==> config.mk <==
export PLATFORM = sky130hd
export DESIGN_NAME = mem_port_arbiter
export DESIGN_NICKNAME = d
export VERILOG_FILES = /design/src/rtl/mem_port_arbiter.sv
export SDC_FILE = /design/constraint.sdc
export NUM_CORES = 1
export LEC_CHECK = 0
export BUFFER_PORTS_ARGS = -buffer_cell sky130_fd_sc_hd__clkbuf_2
export CORE_MARGIN = 10
export CORE_UTILIZATION = 35
export CTS_CLUSTER_DIAMETER = 30
export DETAILED_ROUTE_END_ITERATION = 12
export SETUP_SLACK_MARGIN = 0.4
export SYNTH_ARGS = -nofsm -noshare
export SYNTH_HDL_FRONTEND = slang
export SYNTH_SLANG_ARGS = --single-unit
==> constraint.sdc <==
create_clock -name clk -period 2 [get_ports clk]
set_input_delay 0.3 -clock clk [delete_from_list [all_inputs] [get_ports clk]]
set_output_delay 0.3 -clock clk [all_outputs]
set_load 0.02 [all_outputs]
==> src/rtl/mem_port_arbiter.sv <==
// mem_port_arbiter: shares one synchronous single-port SRAM between the CPU
// instruction and data ports. Fetches and loads/stores are serialised, and
// cpu_stall is held until every request of the current group is served.
// Optional build macro: ARB_ROUND_ROBIN_EN. When it is defined, a tie goes to
// the port that did not win last time. When it is undefined, instruction has
// fixed priority over data.
module mem_port_arbiter #(
    parameter int ADDR_W = 32,
    parameter int DATA_W = 32
) (
    input  logic                clk,
    input  logic                rst,
    input  logic                instr_read,
    input  logic [ADDR_W-1:0]   instr_addr,
    output logic [DATA_W-1:0]   instr_out,
    output logic                instr_valid,
    input  logic                data_read,
    input  logic [DATA_W/8-1:0] data_write,
    input  logic [ADDR_W-1:0]   data_addr,
    input  logic [DATA_W-1:0]   data_in,
    output logic [DATA_W-1:0]   data_out,
    output logic                data_valid,
    output logic                cpu_stall,
    output logic [ADDR_W-1:0]   sram_addr,
    output logic                sram_read,
    output logic [DATA_W/8-1:0] sram_write,
    output logic [DATA_W-1:0]   sram_di,
    input  logic [DATA_W-1:0]   sram_do
);
    localparam int STRB_W = DATA_W / 8;

    typedef enum logic [1:0] {IDLE, ISSUE, RESP} state_t;

    state_t state, state_nxt;
    logic   i_done, d_done, last_grant;
    logic   gnt_data, gnt_rd;
    logic   d_req, d_wr, i_pend, d_pend, pick_data, grp_release;

    assign d_wr        = |data_write;
    assign d_req       = data_read | d_wr;
    assign i_pend      = instr_read & ~i_done;
    assign d_pend      = d_req & ~d_done;
    assign cpu_stall   = i_pend | d_pend;
    // The CPU advances on any edge where it is not stalled and something completed.
    assign grp_release = ~cpu_stall & (i_done | d_done);
    assign instr_valid = i_done;
    assign data_valid  = d_done;

`ifndef ARB_ROUND_ROBIN_EN
    // Under fixed priority, last_grant is only kept for observability.
    logic unused_last_grant;
    assign unused_last_grant = last_grant;
`endif

    // State register.
    always_ff @(posedge clk or negedge rst) begin
        if (!rst) state <= IDLE;
        else      state <= state_nxt;
    end

    // Next state and grant choice. The grant is only used in IDLE.
    always_comb begin
        state_nxt = state;
        pick_data = 1'b0;
        if (d_pend && !i_pend) begin
            pick_data = 1'b1;
        end else if (d_pend && i_pend) begin
`ifdef ARB_ROUND_ROBIN_EN
            pick_data = ~last_grant;
`else
            pick_data = 1'b0;
`endif
        end
        case (state)
            IDLE:    if (i_pend || d_pend) state_nxt = ISSUE;
            ISSUE:   state_nxt = RESP;
            RESP:    state_nxt = IDLE;
            default: state_nxt = IDLE;
        endcase
    end

    // SRAM command. It is loaded in IDLE and cleared on the next edge, so it is
    // live for exactly one cycle. A store beats a load on the same port.
    always_ff @(posedge clk or negedge rst) begin
        if (!rst) begin
            sram_addr  <= '0;
            sram_read  <= 1'b0;
            sram_write <= '0;
            sram_di    <= '0;
        end else if (state == IDLE && (i_pend || d_pend)) begin
            if (pick_data) begin
                sram_addr  <= data_addr;
                sram_read  <= ~d_wr;
                sram_write <= data_write;
                sram_di    <= d_wr ? data_in : '0;
            end else begin
                sram_addr  <= instr_addr;
                sram_read  <= 1'b1;
                sram_write <= '0;
                sram_di    <= '0;
            end
        end else begin
            sram_addr  <= '0;
            sram_read  <= 1'b0;
            sram_write <= {STRB_W{1'b0}};
            sram_di    <= '0;
        end
    end

    // Remember the grant so that RESP knows where the read data goes.
    always_ff @(posedge clk or negedge rst) begin
        if (!rst) begin
            gnt_data <= 1'b0;
            gnt_rd   <= 1'b0;
        end else if (state == IDLE && (i_pend || d_pend)) begin
            gnt_data <= pick_data;
            gnt_rd   <= ~(pick_data & d_wr);
        end
    end

    // Capture read data. sram_do is valid during RESP, one cycle after the read.
    always_ff @(posedge clk or negedge rst) begin
        if (!rst) begin
            instr_out <= '0;
            data_out  <= '0;
        end else if (state == RESP && gnt_rd) begin
            if (gnt_data) data_out  <= sram_do;
            else          instr_out <= sram_do;
        end
    end

    // Done flags live for the whole group. A completion on the release edge
    // still sets its flag, so a late access is not lost.
    always_ff @(posedge clk or negedge rst) begin
        if (!rst) begin
            i_done     <= 1'b0;
            d_done     <= 1'b0;
            last_grant <= 1'b0;
        end else begin
            if (grp_release) begin
                i_done <= 1'b0;
                d_done <= 1'b0;
            end
            if (state == RESP) begin
                if (gnt_data) d_done <= 1'b1;
                else          i_done <= 1'b1;
                last_grant <= gnt_data;
            end
        end
    end

endmodule

======== After elaboration in Yosys (flattened, before gate mapping) ========
Cells that the tools add are included.
storage, ports and cells
  register bits after elaboration ......... 139
  input port bits ......................... 136
  logic and storage cells ................. 54
cells by class
  equal/unequal tests ..................... 3
  multiplexer cells ....................... 18
  bitwise logic cells ..................... 13
  reductions and logical operators ........ 9
operators by type and width
  operator              count
  $mux W32              5
  $mux W1               9
  $mux W4               2
  $not A1 Y1            6
  $and A1 B1 Y1         4
  $pmux W2 S2           1
  $reduce_and A2 Y1     2
  $reduce_or A4 Y1      1
  $logic_and A1 B1 Y1   3
  $or A1 B1 Y1          3
  $eq A2 B1 Y1 const B  1
  $eq A2 B2 Y1 const B  1
  $logic_not A2 Y1      1
  $mux W2               1
  $ne A2 B2 Y1 const B  1
  $logic_not A1 Y1      1
  $logic_or A1 B1 Y1    1

======== Depth between registers and ports, before layout ========
  depth after elaboration ................. 9
  mapped depth ............................ 5
  depth with buffers taken out ............ 3

======== Worst setup path after synthesis ========
Ideal clock, no wire load.
  path kind ............................... register to output
  from .................................... reg d_done (netlist: data_valid)
  to ...................................... out cpu_stall
  data arrival time ....................... 1.431 ns
  data required time ...................... 1.700 ns
  setup slack ............................. 0.269 ns
  cell stages (with the launch flop) ...... 4
  cells stage by stage .................... dfrtp_1 > clkbuf_1 > clkbuf_1 > o21ai_0
on the way
  cells in the longest elaborated chain, start to end .. 3
ends and longest elaborated chain
  item                    RTL line  text
  from (decl)             35        logic i_done, d_done, last_grant;
  from (signal assigned)  137       d_done <= 1'b0;
  from (signal assigned)  142       d_done <= 1'b0;
  from (signal assigned)  145       if (gnt_data) d_done <= 1'b1;
  $not A1 Y1              42        assign d_pend = d_req & ~d_done;
  $and A1 B1 Y1           42
  $or A1 B1 Y1            43        assign cpu_stall = i_pend | d_pend;
  to (decl)               23        output logic cpu_stall,
Every way passes these cells.

======== Worst setup path in the final report ========
  from .................................... reg state[0]
  to ...................................... reg instr_out[2]
on the way
  cells in the longest elaborated chain, start to end .. 3
ends and longest elaborated chain
  item                                RTL line  text
  from (decl)                         34        state_t state, state_nxt;
  from (signal assigned)              58        else state <= state_nxt;
  $eq A2 B2 Y1                        126       end else if (state == RESP && gnt_rd) begin
  $logic_and A1 B1 Y1                 126
  $reduce_and A2 Y1 (no source line)  n/a
  to (signal assigned)                128       else instr_out <= sram_do;
  to (decl)                           15        output logic [DATA_W-1:0] instr_out,
Every way passes these cells.
A chain may end at the register's enable or synchronous reset.

==> summary.txt <==
Die
  – Die Ht: 143 µm
  – Die ar.: between 0.02 and 0.025 mm²
  – IO Count: roughly 270
  – Core Area: 0.0147 mm²
  – Initial Util: 0.361
  – Core Rows: between 40 and 50
  – Chip Width: between 100 and 150 µm

Timing
  – Max_slew headroom: 0.483
  – Setup TNS: 0 ps
  – F_max: just over 0.6 GHz
  – Min Tclk post-route: between 1500 and 2000 ps
  – Hold Violations, Final: 0
  – Slew Limit Fails: 0
  – Final setup fails: 0
  – Slew @ Worst Pin: between 700 and 800 ps
  – Fin crit share: 0.820
  – Clk_skew: between 6 and 7 ps
  – RSZ-0062 raised after global routing: yes

Logic synthesis
  – Syn Std Cell Area: approximately 0.0053 mm²
  – Flops & latches, synth: ~140
  – Seq/Total Area, Yosys: 0.655
  – Post-synth cell types: 25
  – Synth top area share: 0.655
  – Yosys top cell by area: dfrtp_1
  – Area contributors post-synth: dfrtp_1 (66%), mux2_2 (13%), a22o_1 (5.4%)
  – Cell count after synthesis: 359
  – Yosys warning total: 0
  – Syn_nets: between 400 and 500
  – Mapped Avg Cell Area: around 15 µm²

Global route
  – Overflow after GRT: 0
  – Total Routing Usage GR: 0.159
  – Vias in the first global route: 4543
  – First-pass GRT wire length: about 25000 µm
  – Initial antenna violation count: 0
  – Pin count of the biggest net entering global routing: between 50 and 60

Placed design
  – Detailed placer's ending HPWL: 12200 µm
  – I/O Buffers: about 270
  – Placed cells: about 800
  – GPL Wtd Cong: 0.787

Route
  – Total wire length: approximately 17000 µm
  – Met1 Wirelength: ~6600 µm
  – Post-DRT Antenna Nets: 0
  – Wire length on met3: 2010 µm
  – Top routing layer used: met4
  – DR iter-0 viols: 212
  – DRT Pass-1 Iters: 4
  – Via count: 4147
  – Detailed-route vias per instance: between 4 and 5
  – Average wire per standard cell: roughly 20 µm
  – # DRC: 0
  – Met2 wire len: between 8000 and 9000 µm

Layout
  – Layout cells sized above 1: 0.623
  – Final #Nets: 787
  – Most frequent cells in the layout: clkbuf_2 (269), dfrtp_1 (138), mux2_2 (46)
  – Post-Layout Cell Count: 848
  – ANT cells: 0
  – Area growth from synthesis to layout: 49.8%
  – Most common cell after layout, fill and taps aside: clkbuf_2

Clocking
  – Clk root buf: clkbuf_16
  – CTS Sinks: 139
  – Clk_lat worst skew: around 410 ps
  – CTS tree: built
  – CTS Buffer Depth: 2
  – Num CTS Buffers: 17
  – Htree depth: 4
  – Clock transition at path regs: 50 ps

Critical path
  – Worst EP required: roughly 2300 ps
  – Worst Setup End Kind: flop
  – Reg-to-Reg Start: state[0]
  – Setup crit start: state[0]
  – Worst reg2reg path depth: 6
  – Worst path arrival time: slightly below 2000 ps
  – WS Path Type: reg -> reg
  – Flop2flop setup slack: ~360 ps
  – Reg-to-reg endpoint: instr_out[2]
  – Crit Path Max Fanout: 8
  – Startpoint class of the critical path: flop

Min path
  – Worst Hold Path EP: sram_di[31]
  – Hold crit path type: in -> reg
  – Hold path start: data_in[31]
  – Worst hold path cell count: 2

Run status
  – Status: complete, no violations

Power
  – P per Cell Area: 1690 mW/mm²
  – Tot Pwr: 13400 µW
  – Static Leak: 0.00411 µW
  – Peak supply drop: ~650 µV

Job
  – Maximum Capacitance Violations: 0
==> cells by family after synthesis <==
kind of cell | Yosys count | synth area share
AOI/OAI and AO/OA | 40 | 0.0627
buffers and inverters | 30 | 0.0257
DFF | 139 | 0.655
muxes | 64 | 0.136
and+or+nand+nor | 86 | 0.121
==> routing by layer <==
| layer | track usage | up-vias |
|---|---|---|
| li1 | - | 1875 |
| met2 | 0.259 | 193 |
| met1 | 0.169 | 2059 |
| met4 | 0.0657 | 0 |
| met5 | 0 | - |
| met3 | 0.0869 | 20 |
==> Yosys cell counts <==
library cell,instances
nor2b_1,4
mux2_1,2
nor4_4,2
or2_0,1
and3b_1,1
o21ai_0,2
nor2_1,3
nor3_2,1
a21o_1,1
buf_4,1
and2_1,36
a22o_1,33
nand2b_1,3
clkbuf_1,11
buf_2,13
nand2_1,2
nor3_1,1
o32ai_1,1
dfrtp_1,139
a21oi_1,2
nor4b_1,32
inv_1,2
o31ai_1,1
clkbuf_2,3
mux2_2,62
==> power breakdown <==
part           switching, µW  leakage, µW  total [µW]  internal [µW]
clock                   1110     0.000296        3140           2030
combinational           3290      0.00206        5760           2470
sequential               557      0.00176        4520           3960
==> per-stage QoR <==
step	util	cell area (µm²)	setup slack [ps]	hold slack, ps
floorplan	-	5310	420	4.41
global placement	0.472	6940	-42.5	285
detailed placement	0.472	6940	-62.2	291
CTS	0.520	7640	341	71.1
global route	0.541	7950	310	79.5
finish	0.541	7950	360	91.4
==> final cells by class <==
type                    count  area, µm²
fillers                  1276       6750
clock buffers              26        519
repair buffers            301       1790
flip-flops and latches    139       3480
clock inverters             6       82.6
multi-input cells         190       1840
inverters                   2       7.51
well taps                 184        230
==> state kept, by name (all words and copies together) (netlist names) <==
register,flops
gnt_data,1
sram_write,4
sram_addr,32
state,2
sram_read,1
data_out,32
sram_di,32
data_valid,1
instr_valid,1
gnt_rd,1
instr_out,32
==> worst max-delay path, stage by stage, from the launching register on <==
cell and delay, ps:
dfrtp_1 380, buf_4 150, nand2b_4 150, nor3_4 190
buf_12 150, clkbuf_16 160, mux2_2 340
==> worst max-delay path by stage <==
| stage | end | slack (ps) |
|---|---|---|
| after floorplan | sram_addr[10] | 420 |
| final | instr_out[2] | 360 |
| after global routing | instr_out[15] | 310 |
| after global placement | sram_addr[28] | -40 |
| after CTS | sram_di[14] | 340 |
| after detailed placement | sram_addr[27] | -60 |
==> timing repair <==
action / CTS / global route
hold buffers: 1 / 0
hold endpoints to repair: 51 / 0
endpoints found under the setup margin: 67 / 131
gates cloned: 2 / 6
setup buffers: 5 / 4
pin swaps: 0 / 17
resized for setup: 11 / 39
(Power assumes the default switching activity.)
